==> config.mk <==
export PLATFORM = sky130hd
export DESIGN_NAME = alu_sequencer
export DESIGN_NICKNAME = d
export VERILOG_FILES = /design/src/rtl/alu_seq_pkg.sv /design/src/rtl/alu_sequencer_cond_check.sv /design/src/rtl/alu_sequencer.sv
export SDC_FILE = /design/constraint.sdc
export NUM_CORES = 1
export LEC_CHECK = 0
export BUFFER_PORTS_ARGS = -buffer_cell sky130_fd_sc_hd__buf_2
export CAP_MARGIN = 10
export CORE_ASPECT_RATIO = 1.5
export CORE_MARGIN = 2
export CORE_UTILIZATION = 44
export CTS_CLUSTER_SIZE = 40
export DETAILED_ROUTE_END_ITERATION = 16
export PLACE_DENSITY = 0.83
export SLEW_MARGIN = 5
export SYNTH_ARGS = -nofsm -noshare
export SYNTH_HDL_FRONTEND = slang
export SYNTH_SLANG_ARGS = --single-unit
export TNS_END_PERCENT = 30
==> constraint.sdc <==
create_clock -name CLOCK_50 -period 1.7 [get_ports CLOCK_50]
set_input_delay 0.085 -clock CLOCK_50 [delete_from_list [all_inputs] [get_ports CLOCK_50]]
set_output_delay 0.085 -clock CLOCK_50 [all_outputs]
set_load 0.02 [all_outputs]
==> src/rtl/alu_seq_pkg.sv <==
// rtl/alu_seq_pkg.sv - shared enums, flag indices and command classifiers for alu_sequencer
package alu_seq_pkg;

   // ALU command encoding (identical to the ALU's own decode)
   typedef enum logic [3:0] {
      CMD_AND = 4'b0000,
      CMD_EOR = 4'b0001,
      CMD_SUB = 4'b0010,
      CMD_RSB = 4'b0011,
      CMD_ADD = 4'b0100,
      CMD_ADC = 4'b0101,
      CMD_SBC = 4'b0110,
      CMD_RSC = 4'b0111,
      CMD_TST = 4'b1000,
      CMD_TEQ = 4'b1001,
      CMD_CMP = 4'b1010,
      CMD_CMN = 4'b1011,
      CMD_ORR = 4'b1100,
      CMD_MOV = 4'b1101,
      CMD_BIC = 4'b1110,
      CMD_MVN = 4'b1111
   } alu_cmd_e;

   // ARM condition field encoding
   typedef enum logic [3:0] {
      COND_EQ = 4'b0000,
      COND_NE = 4'b0001,
      COND_CS = 4'b0010,
      COND_CC = 4'b0011,
      COND_MI = 4'b0100,
      COND_PL = 4'b0101,
      COND_VS = 4'b0110,
      COND_VC = 4'b0111,
      COND_HI = 4'b1000,
      COND_LS = 4'b1001,
      COND_GE = 4'b1010,
      COND_LT = 4'b1011,
      COND_GT = 4'b1100,
      COND_LE = 4'b1101,
      COND_AL = 4'b1110,
      COND_NV = 4'b1111
   } cond_e;

   // Sequencer states
   typedef enum logic [1:0] {
      ST_IDLE   = 2'b00,
      ST_EXEC   = 2'b01,
      ST_RESULT = 2'b10
   } state_e;

   // Bit positions inside the NZCV nibble
   localparam int unsigned FLAG_N = 3;
   localparam int unsigned FLAG_Z = 2;
   localparam int unsigned FLAG_C = 1;
   localparam int unsigned FLAG_V = 0;

   // Arithmetic ops produce all four flags from the adder
   function automatic logic is_arith(input logic [3:0] cmd);
      return cmd inside {CMD_SUB, CMD_RSB, CMD_ADD, CMD_ADC,
                         CMD_SBC, CMD_RSC, CMD_CMP, CMD_CMN};
   endfunction

   // Compare/test ops set flags only and never write back
   function automatic logic is_test(input logic [3:0] cmd);
      return cmd inside {CMD_TST, CMD_TEQ, CMD_CMP, CMD_CMN};
   endfunction

endpackage

==> src/rtl/alu_sequencer_cond_check.sv <==
// rtl/alu_sequencer_cond_check.sv - combinational ARM condition-code evaluator
module cond_check
   import alu_seq_pkg::*;
(
   input  logic [3:0] cond,
   input  logic [3:0] nzcv,
   output logic       pass
);

   logic n;
   logic z;
   logic c;
   logic v;

   assign n = nzcv[FLAG_N];
   assign z = nzcv[FLAG_Z];
   assign c = nzcv[FLAG_C];
   assign v = nzcv[FLAG_V];

   // Decode the condition field against the current flags
   always_comb begin
      pass = 1'b0;
      case (cond_e'(cond))
         COND_EQ: pass = z;
         COND_NE: pass = !z;
         COND_CS: pass = c;
         COND_CC: pass = !c;
         COND_MI: pass = n;
         COND_PL: pass = !n;
         COND_VS: pass = v;
         COND_VC: pass = !v;
         COND_HI: pass = c && !z;
         COND_LS: pass = !c || z;
         COND_GE: pass = (n == v);
         COND_LT: pass = (n != v);
         COND_GT: pass = !z && (n == v);
         COND_LE: pass = z || (n != v);
         COND_AL: pass = 1'b1;
         COND_NV: pass = 1'b0;
         default: pass = 1'b0;
      endcase
   end

endmodule

==> src/rtl/alu_sequencer.sv <==
// rtl/alu_sequencer.sv - ALU issue/commit sequencer and NZCV owner; ALU_SEQ_CONDEXEC_EN enables conditional execution
module alu_sequencer
   import alu_seq_pkg::*;
#(
   parameter int DATA_W = 32,
   parameter int RD_W   = 4
) (
   input  logic              CLOCK_50,
   input  logic              RESET,
   input  logic              req_valid,
   output logic              req_ready,
   input  logic [3:0]        req_cond,
   input  logic [3:0]        req_cmd,
   input  logic              req_set_flags,
   input  logic [RD_W-1:0]   req_rd,
   input  logic [DATA_W-1:0] req_src1,
   input  logic [DATA_W-1:0] req_src2,
   input  logic              req_shift_carry,
   input  logic              req_was_shifted,
   output logic [DATA_W-1:0] alu_src1,
   output logic [DATA_W-1:0] alu_src2,
   output logic [3:0]        alu_cmd,
   output logic              alu_shift_carry,
   output logic              alu_was_shifted,
   output logic [3:0]        alu_flags,
   input  logic [DATA_W-1:0] alu_result,
   input  logic [3:0]        alu_nzcv,
   output logic [3:0]        flags,
   output logic              wb_valid,
   output logic [RD_W-1:0]   wb_rd,
   output logic [DATA_W-1:0] wb_data
);

   state_e            state;
   state_e            state_nx;
   logic              cond_pass;
   logic              issue;
   logic              commit;
   logic [RD_W-1:0]   rd_q;
   logic              set_flags_q;
   logic [3:0]        flags_nx;
   logic              upd_flags;
   logic              do_wb;

`ifdef ALU_SEQ_CONDEXEC_EN
   cond_check u_cond_check (
      .cond (req_cond),
      .nzcv (flags),
      .pass (cond_pass)
   );
`else
   // Without conditional execution every op behaves as AL
   logic unused_cond;
   assign unused_cond = ^req_cond;
   assign cond_pass   = 1'b1;
`endif

   // The ALU always sees the architectural flags (ADC/SBC/RSC carry-in)
   assign alu_flags = flags;

   // State register
   always_ff @(posedge CLOCK_50) begin
      if (RESET) begin
         state <= ST_IDLE;
      end else begin
         state <= state_nx;
      end
   end

   // Next-state: a failed condition is consumed in place, a passing one runs EXEC then RESULT
   always_comb begin
      state_nx = state;
      case (state)
         ST_IDLE:   if (req_valid && cond_pass) state_nx = ST_EXEC;
         ST_EXEC:   state_nx = ST_RESULT;
         ST_RESULT: state_nx = ST_IDLE;
         default:   state_nx = ST_IDLE;
      endcase
   end

   // State-decoded controls: handshake, issue strobe and commit strobe
   always_comb begin
      req_ready = 1'b0;
      issue     = 1'b0;
      commit    = 1'b0;
      case (state)
         ST_IDLE: begin
            req_ready = !RESET;
            issue     = req_valid && cond_pass;
         end
         ST_RESULT: commit = 1'b1;
         default: ;
      endcase
   end

   // Latch the accepted op; alu_* double as the op latch and hold between issues
   always_ff @(posedge CLOCK_50) begin
      if (RESET) begin
         alu_src1        <= '0;
         alu_src2        <= '0;
         alu_cmd         <= '0;
         alu_shift_carry <= 1'b0;
         alu_was_shifted <= 1'b0;
         rd_q            <= '0;
         set_flags_q     <= 1'b0;
      end else if (issue) begin
         alu_src1        <= req_src1;
         alu_src2        <= req_src2;
         alu_cmd         <= req_cmd;
         alu_shift_carry <= req_shift_carry;
         alu_was_shifted <= req_was_shifted;
         rd_q            <= req_rd;
         set_flags_q     <= req_set_flags;
      end
   end

   // Merge ALU flags into NZCV: arithmetic takes all four, logical keeps V and keeps C unless shifted
   always_comb begin
      upd_flags = is_test(alu_cmd) || set_flags_q;
      do_wb     = !is_test(alu_cmd);
      flags_nx  = flags;
      if (is_arith(alu_cmd)) begin
         flags_nx = alu_nzcv;
      end else begin
         flags_nx[FLAG_N] = alu_nzcv[FLAG_N];
         flags_nx[FLAG_Z] = alu_nzcv[FLAG_Z];
         if (alu_was_shifted) begin
            flags_nx[FLAG_C] = alu_nzcv[FLAG_C];
         end
      end
   end

   // Commit in RESULT: register writeback and flags; a reset here drops the op
   always_ff @(posedge CLOCK_50) begin
      if (RESET) begin
         flags    <= '0;
         wb_valid <= 1'b0;
         wb_rd    <= '0;
         wb_data  <= '0;
      end else begin
         wb_valid <= 1'b0;
         if (commit) begin
            if (upd_flags) begin
               flags <= flags_nx;
            end
            if (do_wb) begin
               wb_valid <= 1'b1;
               wb_rd    <= rd_q;
               wb_data  <= alu_result;
            end
         end
      end
   end

endmodule

# Word-level counts from Yosys, hierarchy flattened
# Index checks and enable logic that the tools add are counted.
[word_totals]
output_inout_bits = 116
ff_bits = 118
word_cells = 48
[classes]
reduce_logical = 11
n_bitwise = 2
mux = 8
eq_ne = 13
[ops]
columns = ["op", "count"]
rows = [
  ["$eq 4x3->1 const B", 4],
  ["$eq 4x4->1 const B", 4],
  ["$eq 4x2->1 const B", 2],
  ["$reduce_bool 8->1", 1],
  ["$mux 1", 6],
  ["$reduce_and 3->1", 2],
  ["$pmux 2 s2", 1],
  ["$reduce_and 2->1", 2],
  ["$reduce_bool 4->1", 1],
  ["$eq 2x1->1 const B", 1],
  ["$eq 2x2->1 const B", 1],
  ["$logic_not 2->1", 1],
  ["$mux 2", 1],
  ["$ne 2x2->1 const B", 1],
  ["$not 1->1", 2],
  ["$reduce_bool 2->1", 1],
  ["$reduce_or 2->1", 1],
  ["$logic_not 1->1", 1],
  ["$logic_or 1x1->1", 1],
]

# Longest topological paths before layout
[depth]
ltp_word = 4
mapped_depth = 6

# Worst setup path before layout
# No wires, ideal clock.
[synth_timing]
path_kind = "register to register"
start = "reg alu_cmd[2]"
end = "reg wb_data[10]"
path_stages_with_launch = 7
t_arrival_ps = 1245
required_time_ps = 1568
path_slack_ps = 322
path_buffers = 2
period_less_slack_ps = 1378
path_cell_list = "dfxtp_1 and2b_1 nand2b_1 buf_4 buf_4 nand2_1 a21oi_1"
[synth_via]
elab_chain_cells = 4
elab_cells_between_ends = 7
[synth_lines]
columns = ["element", "line", "rtl"]
rows = [
  ["start: declaration", "alu_sequencer.sv:22", "output logic [3:0] alu_cmd,"],
  ["start signal: assignment", "alu_sequencer.sv:109", "alu_cmd <= req_cmd;"],
  ["$eq 4x4->1", "alu_seq_pkg.sv:65", "return cmd inside {CMD_TST, CMD_TEQ, CMD_CMP, CMD_CMN};"],
  ["$reduce_bool 4->1 *", "alu_seq_pkg.sv:65", ""],
  ["$not 1->1 (no source line) *", "--", ""],
  ["$reduce_and 2->1 (no source line) *", "--", ""],
  ["end signal: assignment", "alu_sequencer.sv:149", "wb_data <= alu_result;"],
  ["end: declaration", "alu_sequencer.sv:31", "output logic [DATA_W-1:0] wb_data"],
]
# Mark *: on every way between the ends. The rest lies on a longest branch, timed or not.
# A chain may end at the register's enable or synchronous reset.

# Worst setup path in the final report
[layout_timing]
start = "reg state[0]"
end = "reg wb_data[3]"
[layout_via]
elab_chain_cells = 3
[layout_lines]
columns = ["element", "line", "rtl"]
rows = [
  ["start: declaration", "alu_sequencer.sv:34", "state_e state;"],
  ["start signal: assignment", "alu_sequencer.sv:66", "state <= state_nx;"],
  ["$eq 2x2->1", "alu_sequencer.sv:86", "case (state)"],
  ["$mux 1", "alu_sequencer.sv:86", ""],
  ["$reduce_and 2->1 (no source line)", "--", ""],
]
# Every way passes these cells.

==> flow_metrics.py <==
metrics = {
    "floorplan": {
        "chipWidth_um": 83.2,
        "dieArea_um2": 10200,
        "num_rows": 43,
        "coreArea_um2": 9200,
        "num_io_pins": 234,
        "die_h_um": 123,
        "initial_utilization_pct": 45.0,
    },
    "setup_path": {
        "crit_path_end_kind": "flip-flop",
        "crit_fanout": 36,
        "worstPathArrival_ns": 1.69,
        "start_kind": "flip-flop",
        "criticalPathCategory": "reg2reg",
        "cp.required_ns": 2.01,
    },
    "placement": {
        "gp_congestion": 0.742,
        "port-buffer-count": 229,
        "placed_cells": 827,
        "hpwl_um": 7800,
    },
    "pwr": {
        "p_leak_nw": 3.33,
        "p_seq_share_pct": 37.6,
        "p_per_area_nw_per_um2": 1120,
        "combPwrFrac_pct": 13.2,
        "ir_drop_uv": 1070,
        "power_switching_mw": 1.91,
        "p_sw_share_pct": 24.0,
        "p_clk_share_pct": 49.3,
        "internal_power_mw": 6.04,
    },
    "layout": {
        "area_growth_pct": 71.8,
        "nNetsFinal": 964,
        "final_util_pct": 77.4,
        "fill_cells": 541,
        "drive_above_1_share_pct": 31.9,
        "stdcell_count": 972,
    },
    "yosys": {
        "async_flop_share_pct": 0,
        "yosysWarningCount": 0,
        "synth-seq-area-share_pct": 57.0,
        "synthMostInstantiatedCell": "nand2_1",
        "synth_top_area_share_pct": 57.0,
        "syn-num-nets": 636,
        "synthCells": 518,
        "synth_edf_count": 0,
        "synth_area_um2": 4140,
        "synth.area.top_cells": "dfxtp_1 57%, nand2_1 20%, a21oi_1 13%",
        "synthFlopType": "dfxtp_1",
        "ys_types": 20,
        "syn_area_per_cell_um2": 8.00,
        "synth_area_leader_cell": "dfxtp_1",
        "synth_common_cells": "223 x nand2_1, 118 x dfxtp_1, 111 x a21oi_1",
        "ys_seq_elements": 118,
    },
    "global_route": {
        "grt_max_degree": 54,
        "track_usage_pct": 30.6,
        "grt_pass1_vias": 5321,
        "antenna_found_initial": 1,
        "grt_pass1_wl_um": 24800,
        "grt_overflow": 0,
    },
    "sta": {
        "finalSetupTns_ns": 0,
        "maxSlewViolCount": 0,
        "whs_ns": 0.113,
        "period_minus_slack_ns": 1.38,
        "worst_pin_slew_ns": 0.465,
        "setup-violations-final": 0,
        "rsz0062_at_grt": "no",
        "relSlewSlack_pct": 69.0,
        "clock-skew-final_ns": 0.00903,
        "finalHoldViolations": 0,
        "fin_crit_sh_pct": 81.0,
        "fmax_ghz": 0.726,
    },
    "clock_network": {
        "hold_buffers": 112,
        "cts_buffers": 17,
        "cts-resized-gates": 0,
        "cts_buffer_depth": 2,
        "tritoncts": "done",
        "cts_setup_buffers": 0,
        "clock_latency_ns": 0.41,
        "cts_sinks": 118,
        "cts.clk_slew.worst_paths_ns": 0.06,
        "cts-root-buf": "clkbuf_16",
        "cts_max_level": 4,
    },
    "detailed_routing": {
        "drcViolationCount": 0,
        "drt-initial-drc-count": 302,
        "num_vias": 5052,
        "drt_wl_total_um": 15800,
        "first_pass_iters": 6,
        "wl_per_cell_um": 16.2,
        "postRouteAntennaNets": 0,
        "via_per_inst": 5.20,
    },
    "hold_path": {
        "hold_class": "in2reg",
    },
    "outcome": {
        "status": "finished clean",
    },
    "job": {
        "drv_cap": 0,
    },
}
[metrics by stage]
stage / power, mW / cell area, um^2 / setup WS (ns)
after detailed placement: 3.82 / 5340 / 0.409
after CTS: 7.93 / 7120 / 0.385
after floorplan: 3.49 / 4140 / 0.322
final: 7.96 / 7120 / 0.323
after global placement: 3.80 / 5340 / 0.453
after global routing: 8.22 / 7120 / 0.239
[cell families after synthesis]
kind of cell / synth area share, %
compound gates: 14.2
simple gates: 22.5
mux: 0.725
buf+inv: 5.62
flops: 57.0
[flip-flops by register name (all words and copies together), names as in the netlist]
| register | cells |
|---|---|
| wb_data | 32 |
| alu_src1 | 32 |
| alu_cmd | 4 |
| alu_src2 | 32 |
| alu_flags | 4 |
| wb_rd | 4 |
| alu_shift_carry | 1 |
| wb_valid | 1 |
| alu_was_shifted | 1 |
| set_flags_q | 1 |
| rd_q | 4 |
| state | 2 |
[placed cells by master, fill, tap and decap left out]
| master | synthesis | final |
|---|---|---|
| clkbuf_16 | 0 | 17 |
| nand2_2 | 0 | 1 |
| clkinvlp_4 | 0 | 5 |
| o221ai_1 | 1 | 1 |
| and2_2 | 0 | 1 |
| buf_2 | 12 | 228 |
| inv_1 | 1 | 1 |
| and2_1 | 2 | 1 |
| a21oi_1 | 111 | 111 |
| nor3_1 | 2 | 2 |
| o21ai_0 | 1 | 1 |
| buf_4 | 10 | 5 |
| nor3b_1 | 1 | 1 |
| nand2b_1 | 1 | 1 |
| dlygate4sd3_1 | 0 | 112 |
| clkbuf_8 | 0 | 2 |
| mux2i_1 | 3 | 3 |
| dfxtp_1 | 118 | 118 |
| buf_12 | 0 | 5 |
| clkinv_2 | 0 | 3 |
| nand2_1 | 223 | 222 |
| o21ai_2 | 1 | 1 |
| diode_2 | 0 | 1 |
| bufinv_16 | 0 | 5 |
| and2b_1 | 2 | 2 |
| nor2b_1 | 4 | 3 |
| o41ai_1 | 1 | 1 |
| nor2b_2 | 0 | 1 |
| nor2_1 | 5 | 5 |
[layout make-up]
type	count	area, um^2	share of cell area, %
inverter	1	3.75	0.0527
antenna	1	2.50	0.0351
clock buffer	19	453	6.36
timing repair buffer	350	2400	33.7
tap	112	140	1.97
clock inverter	13	203	2.85
sequential	118	2360	33.2
multi-input combinational	358	1560	21.8
[routing by layer]
layer | global-route usage, % | share of wire (%) | vias up
li1 | - | - | 2319
met1 | 30.8 | 35 | 2307
met2 | 55.6 | 52 | 335
met3 | 9.35 | 7.9 | 91
met4 | 18.1 | 5.2 | 0
met5 | 0 | 0 | -
[path summary, 6_finish.rpt]
| path | start | to | slack [ns] | cells after the start |
|---|---|---|---|---|
| setup reg to reg | state[0] | wb_data[3] | 0.32 | 5 |
| hold reg to reg | rd_q[3] | wb_rd[3] | 0.45 | 2 |
| setup / recovery | state[0] | wb_data[3] | 0.32 | 5 |
| hold / removal | RESET | alu_flags[0] | 0.11 | 2 |
[power groups by stage]
stage | clock network (mW) | registers (mW) | logic (mW)
finish | 3.92 | 2.99 | 1.05
global route | 4.10 | 3.00 | 1.12
CTS | 3.96 | 2.97 | 0.995
detailed placement | 0 | 3.03 | 0.793
global placement | 0 | 3.02 | 0.775
floorplan | 0 | 3.18 | 0.306
[critical path, cell delays in order, from the launching register on]
cell and delay [ns]:
dfxtp_1 0.33, and2b_1 0.27, nor2b_2 0.21, buf_12 0.21
nand2_1 0.09, a21oi_1 0.18
Note: power is estimated with default switching activity, not from simulation.
